[src/rtl/wb_arbiter.sv]
// rtl/wb_arbiter.sv - writeback arbiter: ALU/load results to a single registered register-file write port
module wb_arbiter #(
  parameter int XLEN         = 64,
  parameter int STARVE_LIMIT = 4
) (
  input  logic            clk,
  input  logic            rst,
  input  logic            alu_valid,
  output logic            alu_ready,
  input  logic [31:0]     alu_instr,
  input  logic [XLEN-1:0] alu_result,
  input  logic            mem_valid,
  output logic            mem_ready,
  input  logic [31:0]     mem_instr,
  input  logic [XLEN-1:0] mem_rdata,
  input  logic [2:0]      mem_addr_lo,
  output logic            rf_write,
  output logic [31:0]     rf_instr,
  output logic [XLEN-1:0] rf_wdata,
  output logic            wb_misaligned
);

  localparam logic [3:0] LIMIT = 4'(STARVE_LIMIT);

  logic [3:0]      r_starve_cnt;
  logic            r_write;
  logic [31:0]     r_instr;
  logic [XLEN-1:0] r_wdata;
  logic            r_misaligned;

  logic            w_alu_grant;
  logic            w_mem_grant;
  logic [2:0]      w_funct3;
  logic [XLEN-1:0] w_shifted;
  logic [XLEN-1:0] w_load_data;
  logic            w_load_bad;

  // Loads win contention until the ALU has waited LIMIT cycles in a row.
  assign w_alu_grant = !rst && alu_valid && (!mem_valid || (r_starve_cnt == LIMIT));
  assign w_mem_grant = !rst && mem_valid && !w_alu_grant;
  assign alu_ready   = w_alu_grant;
  assign mem_ready   = w_mem_grant;

  assign w_funct3  = mem_instr[14:12];
  assign w_shifted = mem_rdata >> {mem_addr_lo, 3'b000};

  always_comb begin
    w_load_data = '0;
    w_load_bad  = 1'b0;
    case (w_funct3)
      3'b000: w_load_data = {{(XLEN-8){w_shifted[7]}}, w_shifted[7:0]};
      3'b100: w_load_data = {{(XLEN-8){1'b0}}, w_shifted[7:0]};
      3'b001: begin
        w_load_data = {{(XLEN-16){w_shifted[15]}}, w_shifted[15:0]};
        w_load_bad  = mem_addr_lo[0];
      end
      3'b101: begin
        w_load_data = {{(XLEN-16){1'b0}}, w_shifted[15:0]};
        w_load_bad  = mem_addr_lo[0];
      end
      3'b010: begin
        w_load_data = {{(XLEN-32){w_shifted[31]}}, w_shifted[31:0]};
        w_load_bad  = (mem_addr_lo[1:0] != 2'b00);
      end
      3'b110: begin
        w_load_data = {{(XLEN-32){1'b0}}, w_shifted[31:0]};
        w_load_bad  = (mem_addr_lo[1:0] != 2'b00);
      end
      3'b011: begin
        w_load_data = mem_rdata;
        w_load_bad  = (mem_addr_lo != 3'b000);
      end
      default: w_load_bad = 1'b1;
    endcase
  end

  always_ff @(posedge clk) begin
    if (rst) begin
      r_starve_cnt <= '0;
    end else if (!alu_valid || w_alu_grant) begin
      r_starve_cnt <= '0;
    end else if (r_starve_cnt != LIMIT) begin
      r_starve_cnt <= r_starve_cnt + 4'd1;
    end
  end

  // Writes to x0 are accepted and forwarded, but never enabled.
  always_ff @(posedge clk) begin
    if (rst) begin
      r_write      <= 1'b0;
      r_instr      <= '0;
      r_wdata      <= '0;
      r_misaligned <= 1'b0;
    end else begin
      r_write      <= 1'b0;
      r_misaligned <= 1'b0;
      if (w_alu_grant) begin
        r_instr <= alu_instr;
        r_wdata <= alu_result;
        r_write <= (alu_instr[11:7] != 5'd0);
      end else if (w_mem_grant) begin
        r_instr <= mem_instr;
        if (w_load_bad) begin
          r_wdata      <= '0;
          r_misaligned <= 1'b1;
        end else begin
          r_wdata <= w_load_data;
          r_write <= (mem_instr[11:7] != 5'd0);
        end
      end
    end
  end

  assign rf_write      = r_write;
  assign rf_instr      = r_instr;
  assign rf_wdata      = r_wdata;
  assign wb_misaligned = r_misaligned;

endmodule

[config.mk]
export PLATFORM = sky130hd
export DESIGN_NAME = wb_arbiter
export DESIGN_NICKNAME = d
export VERILOG_FILES = /design/src/rtl/wb_arbiter.sv
export SDC_FILE = /design/constraint.sdc
export NUM_CORES = 1
export LEC_CHECK = 0
export BUFFER_PORTS_ARGS = -buffer_cell sky130_fd_sc_hd__buf_2
export CAP_MARGIN = 40
export CORE_MARGIN = 2
export CORE_UTILIZATION = 44
export CTS_BUF_LIST = sky130_fd_sc_hd__clkbuf_2
export DETAILED_ROUTE_END_ITERATION = 6
export GPL_ROUTABILITY_DRIVEN = 0
export PLACE_DENSITY = 0.79
export SYNTH_ARGS = -nofsm -noshare
export SYNTH_HDL_FRONTEND = slang
export SYNTH_SLANG_ARGS = --single-unit
[constraint.sdc]
create_clock -name clk -period 5.1 [get_ports clk]
set_input_delay 0.51 -clock clk [delete_from_list [all_inputs] [get_ports clk]]
set_output_delay 0.51 -clock clk [all_outputs]
set_load 0.005 [all_outputs]
==> results by group, run 1 <==
STA
  – Clock Skews: 0.0256 ns
  – Final setup fails: 0
  – Final WS setup: 1.48 ns
  – Fin crit period: 3.62 ns
  – Final Hold Fails: 0
  – Slew HR: 0.327
  – Final setup TNS: 0 ns
  – Least-Margin Pin Slew: 1.01 ns
  – Fmax: 0.276 GHz
  – RSZ-0062 raised after global routing: no
  – Slew Limit Fails: 0
  – Fin crit share: 0.710

Worst setup path
  – Critical path required time: 4.59 ns
  – Critical Path Max Stage Delay: 0.73 ns
  – Crit-path slowest cell: buf_4
  – Worst Path Arrival: 3.11 ns
  – Max FO, Critical Path: 61
  – Startpoint Class: register
  – Critical path class: register to output pin
  – Crit end category: output pin
  – Ordered cell list for the critical path: inv_1 > ha_1 > nand3b_1 > a211o_2 > inv_4 > buf_4 > buf_2

GRT
  – Initial antenna violation count: 3
  – First-pass GRT wire length: 36.6 mm
  – Grt ovf: 0
  – Vias in the first global route: 6,611
  – Largest net degree at the start of global routing: 72
  – Total GRT Usage: 0.290

Synth
  – Top-area cell type share of the netlist area: 0.302
  – Mean post-synth cell area: 9.63 um^2
  – Synthesis Warnings: 0
  – Top FF cell, synth: dfxtp_1
  – Cell taking the most area after synthesis: dfxtp_1
  – Synth cell count leaders: dfxtp_1 (102), nor2_1 (69), a211oi_1 (53)
  – Fraction of registers with async set/reset: 0
  – Cells after synthesis: 703
  – Net Count, Synth: 904
  – Sequential fraction of the synthesis area: 0.302
  – Post-synthesis cell type count: 57
  – Area contributors post-synth: dfxtp_1 (30%), mux4_2 (8.0%), mux2i_1 (7.4%), a211oi_2 (6.5%), a211oi_1 (5.9%)
  – Most common cell in the netlist: dfxtp_1
  – FF+latch count, synth: 102
  – EDFF count, synth: 0
  – Mapped Area: 6770 um^2

Route
  – Drt first pass iters: 7
  – Post-route ant nets: 0
  – Final wirelength: 24.4 mm
  – Drt drc: 10
  – WL/cell: 21.3 um
  – Vias post-DR: 6,929
  – DRT iter0 DRCs: 686
  – Vias per cell: 6.05

Final layout
  – # nets final: 1,150
  – Layout cells sized above 1: 0.434
  – Fin cells: 1,145
  – Design Area, Final: 8440 um^2
  – Area Overhead vs Synth: 24.7%
  – Filler instances: 1,393

Clocking
  – Buffer count from post-CTS setup fixing: 0
  – # clock sinks: 102
  – Root Driver: clkbuf_2
  – H-tree depth: 3
  – Worst-Skew Late Latency: 0.65 ns
  – TritonCTS clock tree: yes
  – Cts repair resizes: 0
  – CTS Buf Count: 9
  – Clk slew on worst S/H paths: 0.29 ns
  – # hold bufs at CTS: 0
  – Longest Clk Path Bufs: 2

Placement
  – Pre-CTS WS: 1.96 ns
  – I/O Buffers: 298
  – Post-DP HPWL: 18.3 mm
  – Placed Cells incl. Taps: 1,125
  – DP Area: 8220 um^2

Flow run
  – Max Cap Viol: 0

Floorplanning
  – Number of placed I/O pins: 299
  – Die Ht: 128 um
  – Die W: 128 um
  – Core box area: 15,100 um^2
  – Die Area: 16,400 um^2
  – Num rows: 45
  – Initial Util: 0.447

Power and ir drop
  – Leak pwr: 3.62 nW
  – Pwr/cell area: 245 nW/um^2
  – PnR Total Power: 2.07 mW
  – Maximum vdd drop: 158 uV

Hold path
  – Min-Delay Path Class: input pin to register

Run status
  – Run status: finished, violations left
  – Failing checks: design-rule violations
worst max-delay path, delay by kind of cell, from the launching register on:
kind / cells / cell delay [ns]
buf+inv: 4 / 1.39
fa+ha+maj: 1 / 0.14
compound gates: 1 / 0.40
simple gates: 1 / 0.10
flops: 1 / 0.40
path summary, 6_finish.rpt:
check | from | endpoint | slack [ns] | depth (start not counted)
setup / recovery | r_starve_cnt[0] | alu_ready | 1.48 | 7
hold / removal | alu_instr[11] | rf_write | 0.08 | 3
setup reg to reg | r_starve_cnt[0] | rf_wdata[53] | 2.20 | 9
hold reg to reg | r_starve_cnt[0] | r_starve_cnt[0] | 0.51 | 1
cell families (layout without fill, tap and decap cells):
| group | Yosys count | count (layout) | synth area share |
|---|---|---|---|
| compound gates | 262 | 262 | 0.320 |
| xor+xnor | 3 | 3 | 0.00388 |
| fa+ha+maj | 2 | 2 | 0.00369 |
| buf+inv | 80 | 331 | 0.0632 |
| flops | 102 | 102 | 0.302 |
| mux | 92 | 92 | 0.185 |
| other cells | 0 | 3 | 0 |
| simple gates | 162 | 162 | 0.122 |
layout make-up:
type | count | area [um^2] | area share
well taps | 188 | 235 | 0.0279
multi-input cells | 521 | 4310 | 0.510
inverters | 6 | 25.0 | 0.00296
diodes | 3 | 7.51 | 0.000889
clock buffers | 9 | 45.0 | 0.00533
repair buffers | 309 | 1610 | 0.191
flip-flops and latches | 102 | 2040 | 0.242
clock inverters | 7 | 168 | 0.0199
cell usage in the layout, fill, tap and decap left out, types with 3 or more instances in the layout:
cell type	n
buf_2	296
dfxtp_1	102
nor2_1	68
a211oi_1	53
mux2i_1	50
a21oi_1	48
o21bai_1	40
a211oi_2	35
nor3b_1	32
nand2_1	27
mux4_2	24
a222oi_1	20
mux2_2	17
a2bb2oi_1	15
buf_4	11
nor2b_1	9
clkbuf_2	9
o211ai_1	8
o2111ai_1	8
a41oi_1	7
a22oi_1	7
o21ai_0	6
nor3_1	5
inv_1	5
bufinv_16	5
diode_2	3
state kept, by name, summed over array words and instances (netlist names):
| signal | flops |
|---|---|
| rf_wdata | 64 |
| rf_instr | 32 |
| r_starve_cnt | 4 |
| rf_write | 1 |
| wb_misaligned | 1 |
per-layer routing:
layer,vias up,GRT usage,wire [um]
met5,-,0,13
met4,2,0.120,816
met3,50,0.0839,2250
met2,366,0.473,11500
met1,3260,0.359,9840
li1,3251,-,-
per-stage QoR:
step	util	hold WS, ns
floorplan	-	0.430
global placement	0.539	0.446
detailed placement	0.542	0.458
CTS	0.556	0.0459
global route	0.557	0.0616
finish	0.557	0.0772
power breakdown:
group          switching, mW  internal [mW]  leakage, nW
Combinational          0.313          0.263         2.66
Sequential            0.0291          0.858        0.842
Clock                  0.296          0.311        0.117
No activity file was read; power rests on OpenSTA's default activity.
==> run 2: changes to the inputs <==
- PLACE_DENSITY: 0.79 -> 0.82
- clock period: 5.1 -> 3.2 ns (I/O delays scaled with it)
==> run 2 against run 1 <==
Compared with the run above:
- the flow still finishes with violations (design-rule violations)
- sequential share of layout area down 3.0 points
- worst setup slack worse by 1.4 ns
- utilization up 8.0 points
- via count up 11%
- first-iteration DRC count up 27%
- total power up 52%
- die area unchanged
- clock-buffer cell count unchanged
- critical path type is now register to register
- highest routed layer is now met4
==> results by group, run 2 (synthesized netlist as in run 1, its figures left out) <==
Run status
  – Run status: finished, violations left
  – Failing checks: design-rule violations

Final layout
  – Multi-input gate area: 4310 um^2
  – Design Area, Final: 9660 um^2
  – Layout cells sized above 1: 0.387
  – Sequential cell area: 2040 um^2
  – Area Overhead vs Synth: 42.6%
  – Max reg flops: 64
  – Most frequent cells in the layout: buf_2 (296), dlygate4sd3_1 (124), dfxtp_1 (102)
  – Filler instances: 1,203
  – # nets final: 1,278
  – Final Util: 0.638
  – Fin cells: 1,274
  – Most common cell after layout, fill and taps aside: buf_2

Worst setup path
  – CP delay by family, top: buffers and inverters
  – Critical path depth in cells: 9
  – Crit end category: register
  – Startpoint Class: register
  – Critical path required time: 3.75 ns
  – FF-to-FF path depth: 9
  – Max FO, Critical Path: 33
  – Ordered cell list for the critical path: inv_1 > ha_1 > nand3b_1 > a211o_2 > inv_4 > buf_4 > mux2i_1 > dlygate4sd3_1 > a211oi_1
  – Worst Path Arrival: 3.63 ns
  – Critical Path Max Stage Delay: 0.60 ns
  – Critical path class: register to register
  – Crit path buffers/inverters: 4
  – Crit-path slowest cell: dlygate4sd3_1

Floorplanning
  – Die Area: 16,400 um^2
  – Core box area: 15,100 um^2
  – Die W: 128 um
  – Die Ht: 128 um
  – Number of placed I/O pins: 299
  – Initial Util: 0.447
  – Num rows: 45

STA
  – Final WS setup: 0.119 ns
  – Final setup fails: 0
  – RSZ-0062 raised after global routing: no
  – Clock Skews: 0.0219 ns
  – Fmax: 0.325 GHz
  – Slew HR: 0.352
  – Slew Limit Fails: 0
  – Fin crit period: 3.08 ns
  – Fin crit share: 0.963
  – Final Hold Fails: 0
  – Final setup TNS: 0 ns
  – Least-Margin Pin Slew: 0.968 ns

Clocking
  – Root Driver: clkbuf_2
  – Longest Clk Path Bufs: 2
  – TritonCTS clock tree: yes
  – CTS Buf Count: 9
  – H-tree depth: 3
  – # clock sinks: 102
  – Buffer count from post-CTS setup fixing: 0
  – Worst-Skew Late Latency: 0.65 ns
  – Clk slew on worst S/H paths: 0.33 ns

Route
  – Drt first pass iters: 7
  – DRT iter0 DRCs: 873
  – Post-route ant nets: 0
  – WL/cell: 21.0 um
  – Vias post-DR: 7,724
  – Drt drc: 9
  – Final wirelength: 26.7 mm
  – Vias per cell: 6.06

Power and ir drop
  – Net Sw Frac: 0.354
  – Leak pwr: 4.13 nW
  – Flop pwr share: 0.452
  – Psw: 1.11 mW
  – Pwr/cell area: 325 nW/um^2
  – Power Internal: 2.03 mW
  – Maximum vdd drop: 231 uV
  – Comb pwr share: 0.344
  – Clock network fraction of design power: 0.204

Placement
  – Post-DP HPWL: 17.9 mm
  – Pre-CTS WS: 0.565 ns
  – I/O Buffers: 298
  – Placed Cells incl. Taps: 1,130
  – DP Area: 8280 um^2

GRT
  – Vias in the first global route: 7,270
  – Largest net degree at the start of global routing: 67
  – Total GRT Usage: 0.314
  – First-pass GRT wire length: 39.9 mm
  – Grt ovf: 0
  – Initial antenna violation count: 5

Flow run
  – Max Cap Viol: 0

Hold path
  – Hold path cells: 3
  – Min-Delay Path Class: input pin to register
[run 2: cell count changes in the layout (fill, tap and decap cells not counted)]
cell,previous run,this run
dlygate4sd3_1,0,124
bufinv_16,5,0
buf_12,1,3
clkinv_8,0,2
buf_4,11,12
buf_8,0,1
clkinv_2,0,1
clkinvlp_4,0,1
diode_2,3,4
inv_6,1,2
nor2_1,68,67
nor2_2,1,2
[run 2: area by class of cell]
| cell class | count | area share |
|---|---|---|
| multi-input cells | 521 | 0.447 |
| repair buffers | 437 | 0.302 |
| flip-flops and latches | 102 | 0.211 |
| well taps | 188 | 0.0244 |
| clock inverters | 7 | 0.00739 |
| clock buffers | 9 | 0.00467 |
| inverters | 6 | 0.00259 |
| diodes | 4 | 0.00104 |
[run 2: power by group through the flow]
stage	sequential (mW)	combinational [mW]	clock [mW]
final	1.42	1.08	0.641
after global routing	1.43	1.16	0.718
after CTS	1.41	1.04	0.660
after detailed placement	1.44	0.909	0
after global placement	1.43	0.884	0
after floorplan	1.44	0.533	0
[run 2: what timing repair did]
item	in CTS	in global routing
hold endpoints to repair	87	4
endpoints found under the setup margin	1	8
cloned	0	0
gates resized for setup	1	3
hold buffers	120	4
[run 2: metrics by stage]
stage | total power [mW] | hold WS (ns)
detailed placement | 2.34 | 0.460
floorplan | 1.98 | 0.430
finish | 3.14 | 0.0542
CTS | 3.11 | 0.00158
global route | 3.30 | 0.00330
global placement | 2.32 | 0.447
[run 2: worst paths after layout]
path / endpoint / from / slack [ns]
setup / recovery: rf_instr[16] / r_starve_cnt[0] / 0.12
hold / removal: rf_wdata[46] / mem_rdata[46] / 0.05
setup reg to reg: rf_instr[16] / r_starve_cnt[0] / 0.12
hold reg to reg: r_starve_cnt[0] / r_starve_cnt[0] / 0.51
[run 2: layer usage]
layer  GRT usage  wire (um)
met1       0.396      10400
met2       0.506      12400
met3      0.0968       2900
met4       0.120        969
met5           0          0
[run 2: worst register-to-register path: cells and delay by family, from the launching register on]
kind                       cells  cell delay [ns]
buffers and inverters          4             1.45
AOI/OAI and AO/OA              2             0.73
DFF                            1             0.41
muxes                          1             0.15
adders and majority gates      1             0.14
and+or+nand+nor                1             0.12
==> run 3: changes to the inputs <==
- ABC_AREA: unset -> 1
- PLACE_DENSITY: 0.82 -> 0.81
==> run 3 against run 2 <==
Compared with the run above:
- the run still ends with design-rule violations left
- worst setup slack better by 0.17 ns
- die area is 7.4% higher
- largest power group unchanged
- area after synthesis is 7.6% higher
- critical endpoint unchanged
- critical path depth is 4 higher
==> results by group, run 3 <==
Final layout
  – Max reg flops: 64
  – Most common cell after layout, fill and taps aside: nand2_1
  – # nets final: 1,834
  – Layout cells sized above 1: 0.223
  – Most frequent cells in the layout: nand2_1 (539), buf_2 (298), nand3_1 (147)
  – Area Overhead vs Synth: 40.5%
  – Filler instances: 1,529

Floorplanning
  – Initial Util: 0.444
  – Number of placed I/O pins: 299
  – Die W: 133 um
  – Die Area: 17,600 um^2
  – Core box area: 16,400 um^2
  – Die Ht: 133 um
  – Num rows: 47

Synth
  – Top-area cell type share of the netlist area: 0.280
  – EDFF count, synth: 0
  – Area contributors post-synth: dfxtp_1 (28%), nand2_1 (28%), nand3_1 (10%), o21ai_0 (5.4%), inv_1 (5.1%)
  – Post-synthesis cell type count: 32
  – Sequential fraction of the synthesis area: 0.280
  – Mapped Area: 7290 um^2
  – Mean post-synth cell area: 5.78 um^2
  – Synthesis Warnings: 0
  – Cells after synthesis: 1,261
  – Cell taking the most area after synthesis: dfxtp_1
  – Net Count, Synth: 1,462
  – Synth cell count leaders: nand2_1 (540), nand3_1 (147), dfxtp_1 (102)
  – Top FF cell, synth: dfxtp_1
  – Most common cell in the netlist: nand2_1
  – FF+latch count, synth: 102
  – Fraction of registers with async set/reset: 0

Power and ir drop
  – Flop pwr share: 0.432
  – Psw: 1.17 mW
  – PnR Total Power: 3.30 mW
  – Comb pwr share: 0.338
  – Clock network fraction of design power: 0.230
  – Power Internal: 2.14 mW
  – Leak pwr: 5.54 nW
  – Pwr/cell area: 322 nW/um^2
  – Maximum vdd drop: 239 uV
  – Net Sw Frac: 0.353

STA
  – Final WS setup: 0.285 ns
  – Fin crit share: 0.911
  – Least-Margin Pin Slew: 0.885 ns
  – Slew HR: 0.410
  – Fin crit period: 2.92 ns
  – Final setup fails: 0
  – Final setup TNS: 0 ns
  – Fmax: 0.343 GHz
  – RSZ-0062 raised after global routing: no
  – Final Hold Fails: 0
  – Slew Limit Fails: 0
  – Clock Skews: 0.0400 ns

Route
  – Vias post-DR: 9,764
  – Vias per cell: 5.25
  – Drt drc: 2
  – Post-route ant nets: 0
  – DRT iter0 DRCs: 947
  – Final wirelength: 28.1 mm
  – WL/cell: 15.1 um
  – Drt first pass iters: 7

Clocking
  – Root Driver: clkbuf_2
  – # clock sinks: 102
  – CTS Buf Count: 9
  – TritonCTS clock tree: yes
  – Clk slew on worst S/H paths: 0.31 ns
  – H-tree depth: 3
  – Longest Clk Path Bufs: 2
  – Worst-Skew Late Latency: 0.65 ns

GRT
  – Vias in the first global route: 9,267
  – Total GRT Usage: 0.310
  – Initial antenna violation count: 1
  – Largest net degree at the start of global routing: 91
  – First-pass GRT wire length: 44.6 mm
  – Grt ovf: 0

Worst setup path
  – Worst Path Arrival: 3.55 ns
  – Max FO, Critical Path: 32
  – Critical path required time: 3.83 ns
  – Crit end category: register
  – Startpoint Class: register
  – Critical path class: register to register

Flow run
  – Max Cap Viol: 0

Run status
  – Run status: finished, violations left
  – Failing checks: design-rule violations

Placement
  – I/O Buffers: 298
  – Post-DP HPWL: 18.9 mm
  – Pre-CTS WS: 0.652 ns

Hold path
  – Min-Delay Path Class: input pin to register
==> run 3: cell types whose count changed in the layout (fill, tap and decap cells not counted), moves of 32 or more <==
cell	previous run	this run
o21ai_0	6	79
inv_1	5	99
nand2_1	27	539
o21ai_1	0	32
mux2i_1	50	0
nor2_1	67	23
a211oi_2	35	0
o21bai_1	40	0
nand3_1	2	147
a211oi_1	53	0
==> run 3: layout make-up <==
type | instances | area, um^2 | share of cell area
flip-flops and latches | 102 | 2040 | 0.199
well taps | 220 | 275 | 0.0269
multi-input cells | 964 | 4380 | 0.427
diodes | 1 | 2.50 | 0.000244
inverters | 106 | 400 | 0.0391
clock inverters | 6 | 92.6 | 0.00904
repair buffers | 450 | 3000 | 0.293
clock buffers | 10 | 50.0 | 0.00489
==> run 3: worst paths after layout <==
kind	cells past startpoint	end	from	slack, ns
setup / recovery	13	rf_instr[16]	r_starve_cnt[0]	0.28
hold / removal	5	rf_wdata[57]	mem_rdata[57]	0.04
setup reg to reg	13	rf_instr[16]	r_starve_cnt[0]	0.28
hold reg to reg	1	r_starve_cnt[0]	r_starve_cnt[0]	0.51
==> run 3: cells by family (layout without fill, tap and decap cells) <==
group           after synthesis  after routing  synth area share
compound gates              227            227             0.179
simple gates                733            733             0.415
fa+ha+maj                     2              2           0.00343
buf+inv                     195            572             0.120
xor+xnor                      2              2           0.00240
flops                       102            102             0.280
other cells                   0              1                 0
==> run 3: critical path, cell delays in order (launching register included) <==
cell           delay, ns
dfxtp_1             0.45
inv_1               0.07
ha_1                0.19
nand2_1             0.09
nor2_1              0.06
nor2_1              0.21
nor2_4              0.10
buf_4               0.25
inv_2               0.39
nand2_1             0.15
nand3_1             0.10
dlygate4sd3_1       0.57
o211ai_1            0.12
inv_1               0.12
==> run 3: routing by layer <==
layer	vias to the layer above	routed length, um	GRT usage
met5	-	0	0
met4	0	1590	0.185
met3	139	2270	0.0605
met2	535	12700	0.505
met1	4307	11500	0.381
li1	4783	-	-
==> run 3: per-stage QoR <==
| stage | util | std cells | hold slack (ns) | cell area, um^2 |
|---|---|---|---|---|
| floorplan | - | 1261 | 0.430 | 7290 |
| global placement | 0.531 | 1704 | 0.446 | 8720 |
| detailed placement | 0.531 | 1704 | 0.456 | 8720 |
| CTS | 0.624 | 1857 | 0.00319 | 10200 |
| global route | 0.624 | 1859 | 0.00582 | 10200 |
| finish | 0.624 | 1859 | 0.0406 | 10200 |
==> run 3: repair_timing <==
action                    4_1_cts  5_1_grt
hold endpoints to repair      101        1
hold buffers                  137        1
buffers inserted                0        0
resized for setup               0        0
==> run 3: power by group through the flow <==
stage	sequential [mW]	combinational, mW	clock, mW
floorplan	1.45	0.560	0
global route	1.44	1.23	0.814
detailed placement	1.45	0.939	0
finish	1.43	1.12	0.758
CTS	1.42	1.09	0.762
global placement	1.45	0.926	0
